===== config.mk =====
export PLATFORM = sky130hd
export DESIGN_NAME = std_out_uart_tx
export DESIGN_NICKNAME = d
export VERILOG_FILES = /design/src/rtl/std_out_pkg.sv /design/src/rtl/std_out_fifo.sv /design/src/rtl/std_out_uart_tx.sv
export SDC_FILE = /design/constraint.sdc
export NUM_CORES = 1
export LEC_CHECK = 0
export CAP_MARGIN = 20
export CORE_MARGIN = 2
export CORE_UTILIZATION = 60
export CTS_CLUSTER_DIAMETER = 80
export CTS_CLUSTER_SIZE = 25
export DETAILED_ROUTE_END_ITERATION = 8
export PLACE_DENSITY = 0.88
export SYNTH_ARGS = -nofsm -noshare
export SYNTH_HDL_FRONTEND = slang
export SYNTH_HIERARCHICAL = 1
export SYNTH_SLANG_ARGS = --single-unit
export TNS_END_PERCENT = 30

===== constraint.sdc =====
create_clock -name clockInput -period 6.8 [get_ports clockInput]
set_clock_uncertainty 0.05 [all_clocks]
set_input_delay 0.68 -clock clockInput [delete_from_list [all_inputs] [get_ports clockInput]]
set_output_delay 0.68 -clock clockInput [all_outputs]
set_load 0.05 [all_outputs]

===== src/rtl/std_out_pkg.sv =====
// Shared constants and TX state encoding for the stdOut UART transmitter.
// Imported by the word FIFO and the transmitter top.
package std_out_pkg;
    localparam int STD_OUT_WORD_WIDTH = 32;
    localparam int BYTES_PER_WORD     = 4;
    localparam int UART_DATA_BITS     = 8;

    typedef enum logic [1:0] {
        TX_IDLE,
        TX_START,
        TX_DATA,
        TX_STOP
    } tx_state_e;
endpackage


===== src/rtl/std_out_fifo.sv =====
// Synchronous word FIFO with pointer-difference occupancy.
// A push into a full FIFO is accepted when a pop happens on the same edge.
module std_out_fifo
    import std_out_pkg::*;
#(
    parameter int FIFO_DEPTH_LOG2 = 2
) (
    input  logic                          i_clk,
    input  logic                          i_rst_n,
    input  logic                          i_push,
    input  logic                          i_pop,
    input  logic [STD_OUT_WORD_WIDTH-1:0] i_data,
    output logic [STD_OUT_WORD_WIDTH-1:0] o_data,
    output logic                          o_full,
    output logic                          o_empty,
    output logic [FIFO_DEPTH_LOG2:0]      o_count
);
    localparam int DEPTH = 2 ** FIFO_DEPTH_LOG2;
    localparam int PW    = FIFO_DEPTH_LOG2 + 1;

    logic [STD_OUT_WORD_WIDTH-1:0] r_mem [DEPTH];
    logic [PW-1:0]                 r_wr_ptr;
    logic [PW-1:0]                 r_rd_ptr;
    logic                          w_do_push;
    logic                          w_do_pop;

    assign o_count   = r_wr_ptr - r_rd_ptr;
    assign o_empty   = (o_count == '0);
    assign o_full    = (o_count == PW'(DEPTH));
    assign w_do_pop  = i_pop && !o_empty;
    assign w_do_push = i_push && (!o_full || w_do_pop);
    assign o_data    = r_mem[r_rd_ptr[FIFO_DEPTH_LOG2-1:0]];

    always_ff @(posedge i_clk) begin
        if (!i_rst_n) begin
            r_wr_ptr <= '0;
            r_rd_ptr <= '0;
        end else begin
            if (w_do_push) r_wr_ptr <= r_wr_ptr + 1'b1;
            if (w_do_pop)  r_rd_ptr <= r_rd_ptr + 1'b1;
        end
    end

    always_ff @(posedge i_clk) begin
        if (w_do_push) r_mem[r_wr_ptr[FIFO_DEPTH_LOG2-1:0]] <= i_data;
    end
endmodule


===== src/rtl/std_out_uart_tx.sv =====
// stdOut word sink: ready/ack capture into a FIFO, then 8N1 serialisation
// of each word as four bytes, least-significant byte first.
module std_out_uart_tx
    import std_out_pkg::*;
#(
    parameter int CLOCK_DIVIDER   = 868,
    parameter int FIFO_DEPTH_LOG2 = 2
) (
    input  logic                          clockInput,
    input  logic                          resetInput,
    input  logic                          stdOutReadyInput,
    input  logic [STD_OUT_WORD_WIDTH-1:0] stdOutDataInput,
    output logic                          stdOutAckOutput,
    output logic                          uartTxOutput,
    output logic                          busyOutput
);
    localparam int BAUD_W = (CLOCK_DIVIDER > 1) ? $clog2(CLOCK_DIVIDER) : 1;
    localparam int BIT_W  = $clog2(UART_DATA_BITS);
    localparam int BYTE_W = $clog2(BYTES_PER_WORD);
    localparam int CW     = FIFO_DEPTH_LOG2 + 1;

    localparam logic [BAUD_W-1:0] BAUD_LAST = BAUD_W'(CLOCK_DIVIDER - 1);
    localparam logic [BIT_W-1:0]  BIT_LAST  = BIT_W'(UART_DATA_BITS - 1);
    localparam logic [BYTE_W-1:0] BYTE_LAST = BYTE_W'(BYTES_PER_WORD - 1);

    tx_state_e                     r_state;
    logic [STD_OUT_WORD_WIDTH-1:0] r_shift;
    logic [BAUD_W-1:0]             r_baud;
    logic [BIT_W-1:0]              r_bit_idx;
    logic [BYTE_W-1:0]             r_byte_idx;
    logic                          r_ack;
    logic                          r_tx;
    logic                          r_busy;

    logic                          w_push;
    logic                          w_pop;
    logic                          w_full;
    logic                          w_empty;
    logic                          w_tick;
    logic                          w_word_done;
    logic                          w_idle_next;
    logic [STD_OUT_WORD_WIDTH-1:0] w_fifo_data;
    logic [CW-1:0]                 w_count;
    logic [CW-1:0]                 w_count_next;

    assign w_tick       = (r_baud == BAUD_LAST);
    assign w_word_done  = (r_state == TX_STOP) && w_tick
                          && (r_byte_idx == BYTE_LAST);
    assign w_pop        = !w_empty && ((r_state == TX_IDLE) || w_word_done);
    // Full is judged after this edge's pop, so a draining FIFO still accepts.
    assign w_push       = stdOutReadyInput && !r_ack && (!w_full || w_pop);
    assign w_idle_next  = w_empty && ((r_state == TX_IDLE) || w_word_done);
    assign w_count_next = w_count + CW'(w_push) - CW'(w_pop);

    std_out_fifo #(
        .FIFO_DEPTH_LOG2(FIFO_DEPTH_LOG2)
    ) u_fifo (
        .i_clk   (clockInput),
        .i_rst_n (resetInput),
        .i_push  (w_push),
        .i_pop   (w_pop),
        .i_data  (stdOutDataInput),
        .o_data  (w_fifo_data),
        .o_full  (w_full),
        .o_empty (w_empty),
        .o_count (w_count)
    );

    always_ff @(posedge clockInput) begin
        if (!resetInput) begin
            r_ack  <= 1'b0;
            r_busy <= 1'b0;
        end else begin
            r_ack  <= w_push;
            r_busy <= (w_count_next != '0) || !w_idle_next;
        end
    end

    always_ff @(posedge clockInput) begin
        if (!resetInput) begin
            r_state    <= TX_IDLE;
            r_tx       <= 1'b1;
            r_baud     <= '0;
            r_bit_idx  <= '0;
            r_byte_idx <= '0;
            r_shift    <= '0;
        end else begin
            r_baud <= (r_state == TX_IDLE || w_tick) ? '0 : r_baud + 1'b1;
            unique case (r_state)
                TX_IDLE: begin
                    if (w_pop) begin
                        r_shift    <= w_fifo_data;
                        r_byte_idx <= '0;
                        r_tx       <= 1'b0;
                        r_state    <= TX_START;
                    end
                end
                TX_START: begin
                    if (w_tick) begin
                        r_tx      <= r_shift[0];
                        r_shift   <= r_shift >> 1;
                        r_bit_idx <= '0;
                        r_state   <= TX_DATA;
                    end
                end
                TX_DATA: begin
                    if (w_tick) begin
                        if (r_bit_idx == BIT_LAST) begin
                            r_tx    <= 1'b1;
                            r_state <= TX_STOP;
                        end else begin
                            r_tx      <= r_shift[0];
                            r_shift   <= r_shift >> 1;
                            r_bit_idx <= r_bit_idx + 1'b1;
                        end
                    end
                end
                TX_STOP: begin
                    if (w_tick) begin
                        if (r_byte_idx != BYTE_LAST) begin
                            r_byte_idx <= r_byte_idx + 1'b1;
                            r_tx       <= 1'b0;
                            r_state    <= TX_START;
                        end else if (w_pop) begin
                            r_shift    <= w_fifo_data;
                            r_byte_idx <= '0;
                            r_tx       <= 1'b0;
                            r_state    <= TX_START;
                        end else begin
                            r_state <= TX_IDLE;
                        end
                    end
                end
                default: r_state <= TX_IDLE;
            endcase
        end
    end

    assign stdOutAckOutput = r_ack;
    assign uartTxOutput    = r_tx;
    assign busyOutput      = r_busy;
endmodule


==> flow_metrics.py <==
metrics = {
    "setup_path": {
        "crit_arrival_ps": 4740,
        "required_ps": 7070,
        "endpoint_kind": "flip-flop",
        "worstPathMaxFanout": 7,
        "critPathSlowestCell": "fa_1",
        "startpoint_type": "flip-flop",
        "crit_path_frequent_cell": "inv_1",
        "critPathMaxStageDelay_ps": 420,
        "critPathKind": "reg2reg",
        "worstPathBufferInverterCount": 4,
        "path_delay_family": "adder cells",
        "crit_chain": "inv_1, ha_1, fa_1, xnor3_1, inv_1, nor2_1, nand3b_1, nor4_4, nor2_1, inv_1, ha_1, inv_1, ha_1, fa_1, xnor2_1, xnor2_1, or4_1, o21a_1",
    },
    "cts": {
        "clock_latency_ps": 430,
        "clk_pin_slew_ps": 70,
        "cts_tree": "yes",
        "numCtsBuffers": 17,
        "cts.repair.resized": 0,
        "ctsHoldBuffers": 0,
        "htree_num_levels": 4,
        "clk_path_buf_depth": 2,
        "cts_setup_buffers": 0,
        "root_buffer": "clkbuf_16",
        "cts_sinks": 188,
    },
    "synthesis": {
        "ys_async_sr_fraction_pct": 0,
        "synth.net_count": 558,
        "ys_types": 55,
        "synth_mux_area_share_pct": 13.8,
        "yosysWarnings": 6,
        "avgSynthCellArea_sq_um": 15.7,
        "synth_fa_ha_area_share_pct": 3.03,
        "synth_compound_area_share_pct": 9.07,
        "yosysSeqAreaShare_pct": 63.7,
        "ys.flop_type": "edfxtp_1",
        "synth_top_family_by_area": "multiplexers",
        "synth_edf_count": 128,
        "yosys.area_share.xor_xnor_pct": 1.50,
        "synth_area_sq_um": 7920,
        "synthCells": 505,
        "ys_seq_elements": 188,
        "synth-simple-area-share_pct": 5.86,
    },
    "floorplan": {
        "dieHeight_um": 119,
        "io_pins": 38,
        "core_area_sq_um": 12800,
        "die_w_um": 119,
        "rows": 41,
        "die_area_sq_um": 14100,
        "initial_core_util_pct": 62.0,
    },
    "routing": {
        "drc": 0,
        "dr.first_iter.drc_count": 404,
        "vias": 4439,
        "drt-pass1-iter-count": 5,
        "drt-total-wl_um": 14200,
        "ant_nets": 0,
        "routedWlPerCell_um": 19.5,
        "vias_per_cell": 6.10,
    },
    "final_layout": {
        "area_delta_synth_final_pct": 13.5,
        "diodes": 0,
        "mostFrequentLayoutCells": "128 x edfxtp_1, 59 x dfxtp_1, 40 x a21oi_1",
        "final_nets": 596,
        "final_common_cell": "edfxtp_1",
        "drive_above_1_share_pct": 20.1,
    },
    "global_routing": {
        "grt_max_degree": 37,
        "grt_pass1_wl_um": 23200,
        "gr-total-overflow": 0,
        "grt_antenna_before_repair": 0,
        "grt_use_total_pct": 21.5,
        "grt_pass1_vias": 4545,
    },
    "sta": {
        "hold_viol": 0,
        "finalSetupViolations": 0,
        "slew_viol_final": 0,
        "fin_setup_tns_ps": 0,
        "max_freq_mhz": 224,
        "fin_ws_ps": 2330,
        "slew_headroom_pct": 29.5,
        "period_minus_slack_ps": 4470,
        "rsz0062_at_grt": "no",
        "post-route-period-util_pct": 65.7,
        "tightest_slew_ps": 1060,
    },
    "placed_design": {
        "post-place-ws_ps": 2370,
        "io_buffers": 37,
        "routabilityCongestion": 0.814,
        "hpwl_um": 8390,
    },
    "power_and_ir_drop": {
        "vdd_drop_max_uv": 226,
        "leakage_nw": 3.01,
        "pwr_density_cell_nw_per_um2": 425,
    },
    "run_status": {
        "outcome": "completed",
    },
    "run": {
        "cap_viol_max_count": 0,
    },
    "min_path": {
        "hold_class": "reg2reg",
    },
}
==> power by group <==
part	internal (W)	total, W	switching, W
combinational	0.000569	0.00136	0.000795
sequential	0.00144	0.00152	0.0000789
clock	0.000513	0.000942	0.000429
==> final cells by class <==
class,instances,area [sq um]
flip-flops and latches,188,5050
fillers,789,3790
multi-input cells,275,2650
repair buffers,46,458
clock buffers,18,429
well taps,172,215
clock inverters,14,135
inverters,15,56.3
==> Yosys cell counts (6+ instances only) <==
library cell / count / share of area [%]
buf_2: 6 / 0.38
xor2_1: 7 / 0.77
dfxtp_1: 60 / 15
inv_1: 14 / 0.66
o21ai_0: 6 / 0.38
a21oi_1: 41 / 2.6
ha_1: 16 / 2.5
nand3_1: 6 / 0.38
mux4_2: 32 / 9.1
nand2_1: 27 / 1.3
clkbuf_1: 12 / 0.57
a211oi_2: 29 / 4.6
nor2_1: 16 / 0.76
mux2i_1: 37 / 4.7
edfxtp_1: 128 / 49
==> stage by stage <==
stage	power, W	hold slack, ps	utilization [%]	instance area [sq um]	cells
after floorplan	0.00267	376	-	7920	505
after global placement	0.00278	387	65.7	8390	695
after detailed placement	0.00285	406	65.7	8390	695
after CTS	0.00379	416	70.1	8960	727
after global routing	0.00401	439	70.3	8990	728
final	0.00382	424	70.3	8990	728
==> worst reg2reg max path, stage by stage, from the launching register on <==
cell and delay, ps:
dfxtp_1 390, inv_1 110, ha_1 220, fa_1 420
xnor3_1 340, inv_1 140, nor2_1 360, nand3b_1 210
nor4_4 50, nor2_1 150, inv_1 150, ha_1 310
inv_1 40, ha_1 190, fa_1 380, xnor2_1 150
xnor2_1 120, or4_1 390, o21a_1 180
==> final timing paths <==
check                                  start                       end  slack [ps]  cells past startpoint
max          u_fifo/r_wr_ptr[0]$_SDFFE_PN0P_     busyOutput$_SDFF_PN0_        2330                     18
min                 r_shift[31]$_SDFFE_PN0P_  r_shift[31]$_SDFFE_PN0P_         420                      2
min reg2reg         r_shift[31]$_SDFFE_PN0P_  r_shift[31]$_SDFFE_PN0P_         420                      2
max reg2reg  u_fifo/r_wr_ptr[0]$_SDFFE_PN0P_     busyOutput$_SDFF_PN0_        2330                     18
==> cells by family (layout without fill, tap and decap cells) <==
logic type / count (synthesis) / in the layout
AO/OA/AOI/OAI: 90 / 90
AND/OR/NAND/NOR: 86 / 86
XOR/XNOR: 12 / 12
multiplexers: 69 / 69
adder cells (fa/ha/maj): 18 / 18
buffers and inverters: 42 / 93
flip-flops: 188 / 188
==> registers in the layout, summed over array words and instances (netlist names), named ones only <==
name,cells
busyOutput,1
r_baud,10
r_bit_idx,3
r_byte_idx,2
r_shift,32
r_state,2
stdOutAckOutput,1
u_fifo/r_mem,128
u_fifo/r_rd_ptr,3
u_fifo/r_wr_ptr,3
uartTxOutput,1
==> per-layer routing <==
metal,wire length (um),global-route usage (%),vias up
met5,0,0,-
met4,247,7.81,0
met3,602,5.32,23
met2,7490,36.5,123
met1,5820,26.8,2269
li1,-,-,2024
Power figures use the tool's default switching activity.
